==> src/rtl/dco_phase_accumulator.sv <==
// rtl/dco_phase_accumulator.sv - DCO: control word to saturated FCW, phase accumulator, recovered clock
// Optional phase dither is enabled by defining NCO_DITHER_EN.
module dco_phase_accumulator #(
  parameter int                   CTRL_WIDTH  = 8,
  parameter int                   ACC_WIDTH   = 24,
  parameter logic [ACC_WIDTH-1:0] FCW_NOM     = 24'h100000,
  parameter int                   GAIN_SHIFT  = 8,
  parameter logic [ACC_WIDTH-1:0] FCW_MIN     = 24'h010000,
  parameter logic [ACC_WIDTH-1:0] FCW_MAX     = 24'h400000,
  parameter int                   PHASE_WIDTH = 8
) (
  input  logic                         clk,
  input  logic                         rstn,
  input  logic                         loop_en,
  input  logic                         hold_req,
  input  logic signed [CTRL_WIDTH-1:0] ctrl_in,
  input  logic                         ctrl_valid,
  output logic                         ctrl_ready,
  output logic [ACC_WIDTH-1:0]         fcw_out,
  output logic                         sat_flag,
  output logic [PHASE_WIDTH-1:0]       phase_out,
  output logic                         dco_clk_out,
  output logic                         wrap_pulse
);

  localparam logic [1:0] ST_OPEN  = 2'd0;
  localparam logic [1:0] ST_TRACK = 2'd1;
  localparam logic [1:0] ST_HOLD  = 2'd2;

  localparam int EXT_WIDTH = ACC_WIDTH + 2;

  logic [1:0]                  state;
  logic [1:0]                  state_nxt;
  logic [ACC_WIDTH-1:0]        acc;
  logic [ACC_WIDTH:0]          acc_sum;
  logic                        xfer;

  logic signed [EXT_WIDTH-1:0] ctrl_ext;
  logic signed [EXT_WIDTH-1:0] fcw_raw;
  logic signed [EXT_WIDTH-1:0] fcw_min_ext;
  logic signed [EXT_WIDTH-1:0] fcw_max_ext;
  logic [ACC_WIDTH-1:0]        fcw_clamped;
  logic                        clamp_hit;

  // Ready comes from registered state only, so it never combinationally follows ctrl_valid.
  assign ctrl_ready = (state == ST_TRACK);
  assign xfer       = ctrl_valid & ctrl_ready;

  always_comb begin
    state_nxt = state;
    if (!loop_en) begin
      state_nxt = ST_OPEN;
    end else begin
      case (state)
        ST_OPEN:  state_nxt = ST_TRACK;
        ST_TRACK: state_nxt = hold_req ? ST_HOLD : ST_TRACK;
        ST_HOLD:  state_nxt = hold_req ? ST_HOLD : ST_TRACK;
        default:  state_nxt = ST_OPEN;
      endcase
    end
  end

  always_ff @(posedge clk) begin
    if (!rstn) begin
      state <= ST_OPEN;
    end else begin
      state <= state_nxt;
    end
  end

  // Two guard bits keep the most negative shifted word plus FCW_NOM representable.
  assign ctrl_ext    = {{(EXT_WIDTH-CTRL_WIDTH){ctrl_in[CTRL_WIDTH-1]}}, ctrl_in};
  assign fcw_min_ext = $signed({2'b00, FCW_MIN});
  assign fcw_max_ext = $signed({2'b00, FCW_MAX});
  assign fcw_raw     = (ctrl_ext <<< GAIN_SHIFT) + $signed({2'b00, FCW_NOM});

  always_comb begin
    fcw_clamped = fcw_raw[ACC_WIDTH-1:0];
    clamp_hit   = 1'b0;
    if (fcw_raw < fcw_min_ext) begin
      fcw_clamped = FCW_MIN;
      clamp_hit   = 1'b1;
    end else if (fcw_raw > fcw_max_ext) begin
      fcw_clamped = FCW_MAX;
      clamp_hit   = 1'b1;
    end
  end

  // Dropping loop_en wins over a same-edge transfer: the word is discarded.
  always_ff @(posedge clk) begin
    if (!rstn) begin
      fcw_out  <= FCW_NOM;
      sat_flag <= 1'b0;
    end else if (!loop_en || state == ST_OPEN) begin
      fcw_out  <= FCW_NOM;
      sat_flag <= 1'b0;
    end else if (xfer) begin
      fcw_out  <= fcw_clamped;
      sat_flag <= clamp_hit;
    end
  end

  assign acc_sum = {1'b0, acc} + {1'b0, fcw_out};

  always_ff @(posedge clk) begin
    if (!rstn) begin
      acc        <= '0;
      wrap_pulse <= 1'b0;
    end else begin
      acc        <= acc_sum[ACC_WIDTH-1:0];
      wrap_pulse <= acc_sum[ACC_WIDTH];
    end
  end

  assign dco_clk_out = acc[ACC_WIDTH-1];

`ifdef NCO_DITHER_EN
  localparam int DW = PHASE_WIDTH + 4;

  logic [15:0]   lfsr;
  logic [DW-1:0] phase_wide;
  logic [DW:0]   phase_sum;
  logic [DW-1:0] phase_dith;

  always_ff @(posedge clk) begin
    if (!rstn) begin
      lfsr <= 16'hACE1;
    end else begin
      lfsr <= {lfsr[14:0], lfsr[15] ^ lfsr[13] ^ lfsr[12] ^ lfsr[10]};
    end
  end

  // Dither lands on the four bits just below the phase window; saturate instead of wrapping.
  assign phase_wide = acc[ACC_WIDTH-1 -: DW];
  assign phase_sum  = {1'b0, phase_wide} + {{(DW-3){1'b0}}, lfsr[3:0]};
  assign phase_dith = phase_sum[DW] ? {DW{1'b1}} : phase_sum[DW-1:0];
  assign phase_out  = phase_dith[DW-1 -: PHASE_WIDTH];
`else
  assign phase_out = acc[ACC_WIDTH-1 -: PHASE_WIDTH];
`endif

endmodule

==> config.mk <==
export PLATFORM = sky130hd
export DESIGN_NAME = dco_phase_accumulator
export DESIGN_NICKNAME = d
export VERILOG_FILES = /design/src/rtl/dco_phase_accumulator.sv
export SDC_FILE = /design/constraint.sdc
export NUM_CORES = 1
export LEC_CHECK = 0
export ABC_AREA = 1
export BUFFER_PORTS_ARGS = -buffer_cell sky130_fd_sc_hd__buf_2
export CORE_MARGIN = 5
export CORE_UTILIZATION = 51
export CTS_BUF_LIST = sky130_fd_sc_hd__clkbuf_4 sky130_fd_sc_hd__clkbuf_8 sky130_fd_sc_hd__clkbuf_16
export DETAILED_ROUTE_END_ITERATION = 16
export PLACE_DENSITY = 0.82
export SKIP_CTS_REPAIR_TIMING = 1
export SLEW_MARGIN = 25
export SYNTH_ARGS = -nofsm -noshare
export SYNTH_HDL_FRONTEND = slang
export SYNTH_SLANG_ARGS = --single-unit
==> constraint.sdc <==
create_clock -name clk -period 2.8 [get_ports clk]
set_clock_uncertainty 0.15 [all_clocks]
set_input_delay 0.28 -clock clk [delete_from_list [all_inputs] [get_ports clk]]
set_output_delay 0.28 -clock clk [all_outputs]
set_load 0.02 [all_outputs]
; ---- Word-level counts from Yosys, hierarchy flattened
; Cells that the tools add are included.
[classes]
n_eq_ne = 2
bitwise_logic = 2
n_div = 0
add_sub_neg = 2
order_cmp = 2
n_shift = 0
n_mul = 0
n_reduce_logical = 6
mux = 6
[op_table]
columns = cell, n
row1 = $mux W24, 2
row2 = $add A24 B24 Y25, 1
row3 = $gt A23 B24 Y1 const B, 1
row4 = $add A16 B22 Y23 const B, 1
row5 = $lt A23 B18 Y1 const B, 1
row6 = $pmux W2 S2, 1
row7 = $reduce_or A2 Y1, 2
row8 = $eq A2 B1 Y1 const B, 1
row9 = $eq A2 B2 Y1 const B, 1
row10 = $logic_not A2 Y1, 1
row11 = $mux W1, 2
row12 = $mux W2, 1
row13 = $reduce_and A2 Y1, 1
row14 = $and A1 B1 Y1, 1
row15 = $logic_not A1 Y1, 1
row16 = $logic_or A1 B1 Y1, 1
row17 = $not A1 Y1, 1
[word_totals]
ff_bits = 52
mem_count = 0
ramBits = 0
output_inout_bits = 36
mem_bits_ro = 0
inputBits = 13
latch_bits = 0
wordCells = 25

; ---- Logic depth before layout (Yosys ltp)
[depth]
word_depth = 4
ltp_mapped = 11
depth_no_buf = 11

; ---- Least setup slack after synthesis
; OpenSTA, ideal clock, no wires.
[synth_timing]
path_kind = flip-flop to flip-flop
startpoint = reg fcw_out[8]
endpoint = reg acc[22]
arrival_time_ns = 1.532
setup_time_ns = 0.115
period_less_slack_ns = 1.797
path_slack_ns = 1.003
required_ns = 2.535
path_buffers = 0
stages_incl_launch_ff = 11
cell_sequence = dfxtp_1 ha_1 fa_1 nand2_1 nand2_1 nand3b_1 nand2_2 nand2_1 nand3_1 nand2_1 nor2_1
[synth_via]
elab_chain_len = 1
[synth_lines]
columns = item, line_no
row1 = from (decl), 19  ; output logic [ACC_WIDTH-1:0] fcw_out,
row2 = from (signal assigned), 98  ; fcw_out <= fcw_clamped;
row3 = $add A24 B24 Y25, 103  ; assign acc_sum = {1'b0, acc} + {1'b0, fcw_out};
row4 = to (signal assigned), 110  ; acc <= acc_sum[ACC_WIDTH-1:0];
row5 = to (decl), 34  ; logic [ACC_WIDTH-1:0] acc;
; Every way passes these cells.
; A chain may end at the register's enable or synchronous reset.

; ---- Final worst setup path
[layout_timing]
startpoint = reg fcw_out[19]
endpoint = reg acc[22]
; The elaborated chain is that of the path after synthesis.

==> impl_metrics.csv <==
group,metric,value,unit
power_and_ir_drop,vdd_drop_max,0.1805,mV
synth,seq_area_frac_synth,0.2943,
worst_setup_path,cpMaxStageDelayCell,"dfxtp_1",
place,preCtsSetupSlack,0.9115,ns
synth,syn_inst,283,
cts,cts_made_buffers,3,
place,gp_congestion,0.8500,
worst_setup_path,slowest_delay,0.55,ns
worst_setup_path,worstSetupPathType,"reg -> reg",
synth,synth_seq_cells,28,
grt,grt_antenna_before_repair,0,
layout,fillers,359,
detailed_routing,met1_length,1828,um
cts,h-tree-depth,1,
grt,grt_pass1_wl,6465,um
floorplanning,core,0.003633,sq mm
synth,syn_area,0.001904,sq mm
worst_setup_path,cp-end-kind,"register",
cts,clock-sinks,28,
worst_setup_path,crit_path_frequent_cell,"nand2_1",
floorplanning,dieArea,0.005056,sq mm
power_and_ir_drop,p_sw_frac,0.2372,
layout,fin_nets,340,
layout,layout.cells.non_filler,357,
synth,avgSynthCellArea,6.729,sq um
layout,antennaDiodeCount,0,
detailed_routing,drt_iter0_markers,73,
power_and_ir_drop,p_int,0.6175,mW
layout,synthToLayoutAreaGrowth,8.673,%
timing,period_share,0.6617,
outcome,status,"finished, final reports clean",
power_and_ir_drop,combPwrFrac,0.091,
timing,hold_viol_final,0,
grt,track_usage,0.1579,
floorplanning,start_util,0.5241,
power_and_ir_drop,p_per_area,391.2,mW/mm^2
power_and_ir_drop,power.switching,0.1921,mW
worst_setup_path,worstPathMaxFanout,11,
detailed_routing,num_vias,1654,
worst_setup_path,critPathLaunchType,"register",
detailed_routing,drcViolationCount,0,
worst_setup_path,crit_chain,"ha_1 > nand2_1 > nand2_1 > inv_1 > nand2_1 > a21oi_1 > nand3_1 > nand2_1 > nor2_1",
timing,rsz0062_at_grt,"false",
worst_setup_path,critical_path_arrival,1.89,ns
timing,period_needed,1.853,ns
power_and_ir_drop,clockPowerShare,0.404,
power_and_ir_drop,p_leak,1.173,nW
detailed_routing,postRouteAntennaNets,0,
timing,maxSlewViolCount,0,
floorplanning,die_width,71.11,um
worst_setup_path,cp_top_family,"flip-flops",
synth,ys_top_cells_by_area,"dfxtp_1 29%, nand2_1 16%, ha_1 11%, buf_4 9.9%, inv_1 7.5%",
cts,root_buffer,"clkbuf_8",
layout,drive_gt1_frac,0.1974,
cts,path_clk_slew,0.10,ns
cts,clk_latency,0.28,ns
grt,overflow,0,
grt,grt_start_max_net_pins,18,
timing,setup_viol,0,
detailed_routing,drt-total-wl,3847,um
cts,cts_tree,"done",
detailed_routing,wl_met3,207,um
timing,fin_setup_tns,0,ns
place,port_buffers,36,
synth,synthDistinctLibCells,24,
timing,fmax,539.7,MHz
cts,cts_buffer_depth,2,
place,hpwl,3026,um
floorplanning,io_pins,49,
hold_path,hp-class,"in -> reg",
detailed_routing,wl_met2,1727,um
timing,setup_ws,0.9472,ns
flow_run,drv_cap,0,
grt,grt_pass1_vias,1498,
synth,post-synth-top-area-cell,"dfxtp_1",
floorplanning,die_height,71.11,um
power_and_ir_drop,seqPwrFrac,0.505,
detailed_routing,viasPerCell,4.633,
detailed_routing,drtPass1Iterations,5,
worst_setup_path,worstPathRequired,2.84,ns
layout,fin_util,0.5696,
synth,yosys_warnings,0,
detailed_routing,detail_route.wl_per_cell,10.78,um
worst_setup_path,path_buf_inv,1,
floorplanning,placementRows,22,
detailed_routing,highest_layer,"met4",
synth,synth_top_area_frac,0.2943,
place,dp_cells,353,
cell families after synthesis:
group / synth area share
compound gates: 0.1005
fa+ha+maj: 0.1156
buf+inv: 0.1873
flops: 0.2944
other cells: 0.001969
simple gates: 0.3003
per-stage QoR:
stage	total power, mW	hold slack, ns	area [sq um]
after floorplan	0.4883	0.2684	1946
after global placement	0.4908	0.3218	1998
after detailed placement	0.4917	0.3244	1998
after CTS	0.8140	0.08634	2069
after global routing	0.8360	0.08871	2069
final	0.8096	0.09028	2069
registers in the layout (all words and copies together), names as in the netlist:
register	flops
acc	16
state	2
fcw_out	9
wrap_pulse	1
synth_stat cells (all sizes together):
cell type / number
and3: 1
nor2: 23
a21oi: 25
nand2: 89
inv: 45
fa: 1
nor3: 5
and2: 1
conb: 1
or2: 2
o21ai: 8
nand3b: 2
buf: 25
o21a: 1
dfxtp: 28
nand3: 9
ha: 16
a21o: 1
worst reg2reg max path: stages, from the launching register on:
cell and delay [ns]:
dfxtp_1 0.55, ha_1 0.36, nand2_1 0.09, nand2_1 0.07
inv_1 0.06, nand2_1 0.07, a21oi_1 0.22, nand3_1 0.10
nand2_1 0.07, nor2_1 0.04
final cells by class:
cell class / instances / area, sq um / area share
Clock buffer: 3 / 41.29 / 0.01995
Clock inverter: 1 / 30.03 / 0.01451
Inverter: 45 / 168.9 / 0.08162
Multi-Input combinational cell: 196 / 1028 / 0.4970
Sequential cell: 28 / 560.5 / 0.2709
Tap cell: 48 / 60.06 / 0.02902
Timing Repair Buffer: 36 / 180.2 / 0.08706
power by group through the flow:
stage | combinational, mW | clock (mW) | sequential (mW)
floorplan | 0.0707 | 0 | 0.418
global placement | 0.0730 | 0 | 0.418
detailed placement | 0.0738 | 0 | 0.418
CTS | 0.0740 | 0.331 | 0.409
global route | 0.0825 | 0.344 | 0.410
finish | 0.0739 | 0.327 | 0.409
path summary, 6_finish.rpt:
kind,from,end,slack (ns),cells after the start
max reg2reg,fcw_out[19],acc[22],0.95,9
min reg2reg,fcw_out[11],fcw_out[11],0.35,2
max,fcw_out[19],acc[22],0.95,9
min,ctrl_in[4],fcw_out[12],0.09,3
layer usage:
layer  vias up  global-route usage
met4         0             0.07307
met5         -                   0
li1        893                   -
met1       712              0.2000
met2        40              0.2595
met3         9             0.02841
layout by cell type, fill, tap and decap left out, types with 2 or more instances in the layout:
master	instances
nand2_1	81
inv_1	38
buf_2	36
dfxtp_1	28
a21oi_1	24
nor2_1	23
ha_1	16
conb_1	12
nand3_1	9
nand2_2	8
inv_2	7
o21ai_0	6
nor3_2	4
clkbuf_8	3
o21ai_1	2
nand3b_1	2
Note: power is estimated with default switching activity, not from simulation.
